## config.mk

```make
export PLATFORM = sky130hd
export DESIGN_NAME = rr_mux_arbiter
export DESIGN_NICKNAME = d
export VERILOG_FILES = /design/src/rtl/rr_arb_pkg.sv /design/src/rtl/rr_mux_arbiter_pick8.sv /design/src/rtl/rr_mux_arbiter.sv
export SDC_FILE = /design/constraint.sdc
export NUM_CORES = 1
export LEC_CHECK = 0
export BUFFER_PORTS_ARGS = -buffer_cell sky130_fd_sc_hd__buf_4
export CORE_MARGIN = 1
export CORE_UTILIZATION = 25
export CTS_CLUSTER_SIZE = 8
export DETAILED_ROUTE_END_ITERATION = 16
export PLACE_DENSITY = 0.52
export SYNTH_ARGS = -nofsm -noshare
export SYNTH_HDL_FRONTEND = slang
export SYNTH_HIERARCHICAL = 1
export SYNTH_SLANG_ARGS = --single-unit
```

## constraint.sdc

```tcl
create_clock -name clk -period 5.3 [get_ports clk]
set_clock_uncertainty 0.2 [all_clocks]
set_input_delay 0.265 -clock clk [delete_from_list [all_inputs] [get_ports clk]]
set_output_delay 0.265 -clock clk [all_outputs]
set_load 0.05 [all_outputs]
```

## src/rtl/rr_arb_pkg.sv

```systemverilog
// Shared types and constants for the 8-way round-robin mux arbiter.
package rr_arb_pkg;

    localparam int N_REQ = 8;
    localparam int SEL_W = 3;

    typedef enum logic {
        IDLE = 1'b0,
        BUSY = 1'b1
    } state_t;

    function automatic logic [N_REQ-1:0] onehot(input logic [SEL_W-1:0] idx);
        logic [N_REQ-1:0] v;
        v      = '0;
        v[idx] = 1'b1;
        return v;
    endfunction

endpackage

```

## src/rtl/rr_mux_arbiter_pick8.sv

```systemverilog
// Combinational round-robin pick: first set request at or after ptr, wrapping.
module rr_pick8
    import rr_arb_pkg::*;
(
    input  logic [N_REQ-1:0] req,
    input  logic [SEL_W-1:0] ptr,
    output logic             found,
    output logic [SEL_W-1:0] idx
);

    logic [2*N_REQ-1:0] doubled;
    logic [N_REQ-1:0]   rotated;
    logic [SEL_W-1:0]   offset;

    always_comb begin
        // Shifting the doubled vector puts requester ptr at bit 0.
        doubled = {req, req} >> ptr;
        rotated = doubled[N_REQ-1:0];
        offset  = '0;
        found   = 1'b0;
        for (int i = N_REQ - 1; i >= 0; i--) begin
            if (rotated[i]) begin
                offset = SEL_W'(i);
                found  = 1'b1;
            end
        end
        idx = ptr + offset;
    end

endmodule

```

## src/rtl/rr_mux_arbiter.sv

```systemverilog
// Round-robin arbiter for eight one-bit requesters sharing a valid/ready
// output channel, with a bounded burst length per grant.
module rr_mux_arbiter
    import rr_arb_pkg::*;
#(
    parameter int MAX_HOLD = 4,
    parameter int CNT_W    = 4
) (
    input  logic             clk,
    input  logic             rst_n,
    input  logic             en,
    input  logic [N_REQ-1:0] req,
    input  logic [N_REQ-1:0] in,
    output logic [N_REQ-1:0] gnt,
    output logic [SEL_W-1:0] sel,
    output logic             y,
    output logic             out_valid,
    input  logic             out_ready,
    output logic             busy
);

    state_t           state, state_nx;
    logic [SEL_W-1:0] ptr, ptr_nx, sel_nx;
    logic [N_REQ-1:0] gnt_nx;
    logic [CNT_W-1:0] beat_cnt, cnt_nx;
    logic [SEL_W-1:0] pick_ptr, pick_idx;
    logic             pick_found;
    logic             accept, last_beat, rel;

    assign busy      = (state == BUSY);
    assign out_valid = busy & req[sel];
    assign y         = out_valid & in[sel];
    assign accept    = out_valid & out_ready;
    assign last_beat = (beat_cnt == CNT_W'(MAX_HOLD - 1));
    assign rel       = busy & (~req[sel] | (accept & last_beat));

    // While busy, search from the rotated pointer so a release can re-grant
    // in the same cycle with the releasing requester at lowest priority.
    assign pick_ptr  = busy ? sel + 1'b1 : ptr;

    rr_pick8 u_pick (
        .req   (req),
        .ptr   (pick_ptr),
        .found (pick_found),
        .idx   (pick_idx)
    );

    always_comb begin
        state_nx = state;
        ptr_nx   = ptr;
        sel_nx   = sel;
        gnt_nx   = gnt;
        cnt_nx   = beat_cnt;
        case (state)
            IDLE: begin
                if (en && pick_found) begin
                    state_nx = BUSY;
                    sel_nx   = pick_idx;
                    gnt_nx   = onehot(pick_idx);
                    cnt_nx   = '0;
                end
            end
            BUSY: begin
                if (accept) cnt_nx = beat_cnt + 1'b1;
                if (rel) begin
                    ptr_nx = pick_ptr;
                    cnt_nx = '0;
                    if (en && pick_found) begin
                        sel_nx = pick_idx;
                        gnt_nx = onehot(pick_idx);
                    end else begin
                        state_nx = IDLE;
                        gnt_nx   = '0;
                    end
                end
            end
            default: begin
                state_nx = IDLE;
                gnt_nx   = '0;
            end
        endcase
    end

    always_ff @(posedge clk or negedge rst_n) begin
        if (!rst_n) begin
            state    <= IDLE;
            ptr      <= '0;
            sel      <= '0;
            gnt      <= '0;
            beat_cnt <= '0;
        end else begin
            state    <= state_nx;
            ptr      <= ptr_nx;
            sel      <= sel_nx;
            gnt      <= gnt_nx;
            beat_cnt <= cnt_nx;
        end
    end

endmodule

```

==> results.md <==
* Status: completed
* H-tree depth at 1
* XOR/XNOR Fraction of Synth Area at 1.484%
* Share of cells above drive strength 1 at 31.84%
* Hold buffers post-CTS at 1
* Crit Path Max Fanout at 22
* Core area at 6832 µm²
* Post-DP Area at 2082 µm²
* Footprint of the multi-input gates at 1190 µm²
* Via density at 4.862
* Root Driver: clkbuf_8
* Fin. max-slew vios at 0
* Final Hold Vio Count at 0
* Critical-path cell list: ha_1, mux2_2, mux4_2, mux2_2, o311ai_1, and3_1, nor2_1, o31ai_2, ha_1, inv_1, fa_1, xor2_1, xnor2_1, nor3_1, a32o_1
* Slew @ Worst Pin at 0.7244 ns
* Number of buffers created by CTS at 3
* Worst setup path endpoint: gnt[1]$_DFFE_PN0P_
* Routed len/inst at roughly 14 µm
* Routed WL at 4.061 mm
* GP Congestion at 0.7236
* Post-Synth Adder-Cell Area at about 3.3%
* Most used DFF post-synth: dfrtp_1
* Antenna violations before repair at 0
* GRT Total Usage at 11.05%
* Synth Area in Compound Gates at between 10% and 20%
* Largest net degree at the start of global routing at 23
* Most frequent cells in the layout: 35 x buf_4, 19 x dfrtp_1, 17 x nand2_1, 16 x mux2i_1, 14 x nor2_1
* Slew Limit Headroom at between 50% and 60%
* Die X at 86.16 µm
* Critical Path RT at 5.24 ns
* Flop2flop setup slack at 0.54 ns
* Number of library cell types mapped by synthesis at between 50 and 60
* Worst hold path class: in -> reg
* Largest family of logic cells by synthesized area: multiplexers
* Max cap viols at 0
* Syn Nets at 196
* Final setup vio count at 0
* R2R depth at 15
* DRC at 0
* First-pass GRT wire length at 6.665 mm
* Critical Path Sink Type: register
* Unrepaired setup endpoints after global routing: false
* Synth Area per Inst at 10.29 µm²
* Via count at 1444
* Clock transition at path regs at 0.07 ns
* ANT nets after route at 0
* Synthesized area at roughly 1800 µm²
* Post-CTS Resized at 0
* DIE AREA at between 7000 and 8000 µm²
* Crit path launch type: register
* Net count, final at 226
* # fillers at 751
* Final worst-path cycle share at between 80 and 90%
* Max incr delay on CP at 0.59 ns
* Multiplexer area fraction after synthesis at ~30%
* Drt pass-1 iters at 4
* Commonest non-fill, non-tap cell in the layout: buf_4
* Flip-flop and latch count after synthesis at 19
* Worst Path Class, Setup: reg -> reg
* Post-synth EDFFs at 0
* Sequential area share after synthesis at 26.86%
* Std cell rows at 30
* Post-synthesis instance total at 172
* WP data arrival at 4.70 ns
* Critical R2R Capture: gnt[1]$_DFFE_PN0P_
* Reg area at 475.5 µm²
* Fin area at 2138 µm²
* Setup TNS Final at 0 ns
* Die height at 86.16 µm
* Post-synth ARST share at 100.0%
* Antenna diodes at 0
* Crit path from: sel[1]$_DFFE_PN0P_
* RR Startpoint: sel[1]$_DFFE_PN0P_
* F_max at 210.2 MHz
* PortBufs at 33
* Synthesis warning total at 6
* Gr ovfl total at 0
* Number of global-route vias before repair at around 1400
* Highest-delay cell along the critical path: mux4_2
* Simple-Gate Fraction of Synth Area at 15.12%
* Latest clock arrival within the worst-skew pair at 0.25 ns
* Postcts setup bufs at 0
* Maximum buffer depth of the clock tree at 2
* Starting density of the core at 25.92%
* CTS tree: yes
* CTS Sinks at 19
* Post-detail-place hpwl at 3.066 mm
* Tmin final at 4.758 ns
* Iter 0 DRT Violations at 61
* I/O pin cnt at 34
* Area delta synth->final at 20.78%
[layout make-up]
type | instances | share of cell area [%]
Clock buffer | 3 | 1.931
Clock inverter | 1 | 0.2341
Inverter | 9 | 1.580
Multi-Input combinational cell | 133 | 55.65
Sequential cell | 19 | 22.24
Tap cell | 96 | 5.617
Timing Repair Buffer | 36 | 12.76
[worst max-delay path: cells and delay by family, from the launching register on]
family	cells	cell delay (ns)
mux	3	1.36
flops	1	0.49
fa+ha+maj	3	0.87
xor+xnor	2	0.56
compound gates	3	0.71
buf+inv	1	0.05
simple gates	3	0.40
[metal layers]
metal	global-route usage [%]	up-vias	share of wire, %
met1	15.82	709	49
met2	17.89	25	47
met4	0.9091	0	0
met3	2.214	0	3.5
li1	-	710	-
met5	0	-	0
[cell families after synthesis]
| group | count (synthesis) |
|---|---|
| adders and majority gates | 4 |
| muxes | 37 |
| AOI/OAI and AO/OA | 36 |
| DFF | 19 |
| xor gates and xnor gates | 3 |
| buffers and inverters | 20 |
| and+or+nand+nor | 53 |
[registers in the layout, summed over array words and instances, names as in the netlist]
register and cells:
beat_cnt 4, gnt 8, ptr 3, sel 3
busy 1
[Yosys cell counts, types with 4 or more instances]
master | count | share of area, %
buf_6 | 4 | 2.5
dfrtp_1 | 19 | 27
a21oi_1 | 4 | 1.1
mux2_2 | 7 | 4.5
nor3_1 | 4 | 1.1
mux2i_1 | 17 | 9.6
nor2_1 | 14 | 3.0
nand2_1 | 17 | 3.6
mux4_1 | 4 | 5.9
inv_1 | 8 | 1.7
mux4_2 | 6 | 7.6
a32o_1 | 6 | 3.4
[per-stage QoR]
stage	instances	utilization, %	setup slack [ns]	hold slack, ns
after CTS	297	31.30	0.5538	0.07115
after floorplan	172	-	0.9220	-0.2306
final	297	31.30	0.5415	0.07477
after global placement	292	30.48	0.6633	-0.04318
after global routing	297	31.30	0.1834	0.09231
after detailed placement	292	30.48	0.5529	-0.04563
[how the worst min path moves through the flow]
stage | start | to | slack (ns) | depth (start not counted)
6_report | en | busy$_DFF_PN0_ | 0.07 | 3
5_1_grt | en | busy$_DFF_PN0_ | 0.09 | 3
4_1_cts | en | busy$_DFF_PN0_ | 0.07 | 3
3_5_place_dp | rst_n | gnt[2]$_DFFE_PN0P_ | -0.05 | 1
3_3_place_gp | rst_n | gnt[2]$_DFFE_PN0P_ | -0.04 | 1
2_1_floorplan | rst_n | beat_cnt[0]$_DFFE_PN0P_ | -0.23 | 0
Power is left out: the tool's default activity adds up to more than one toggle a clock period on the data nets, which glitch-free logic cannot reach.
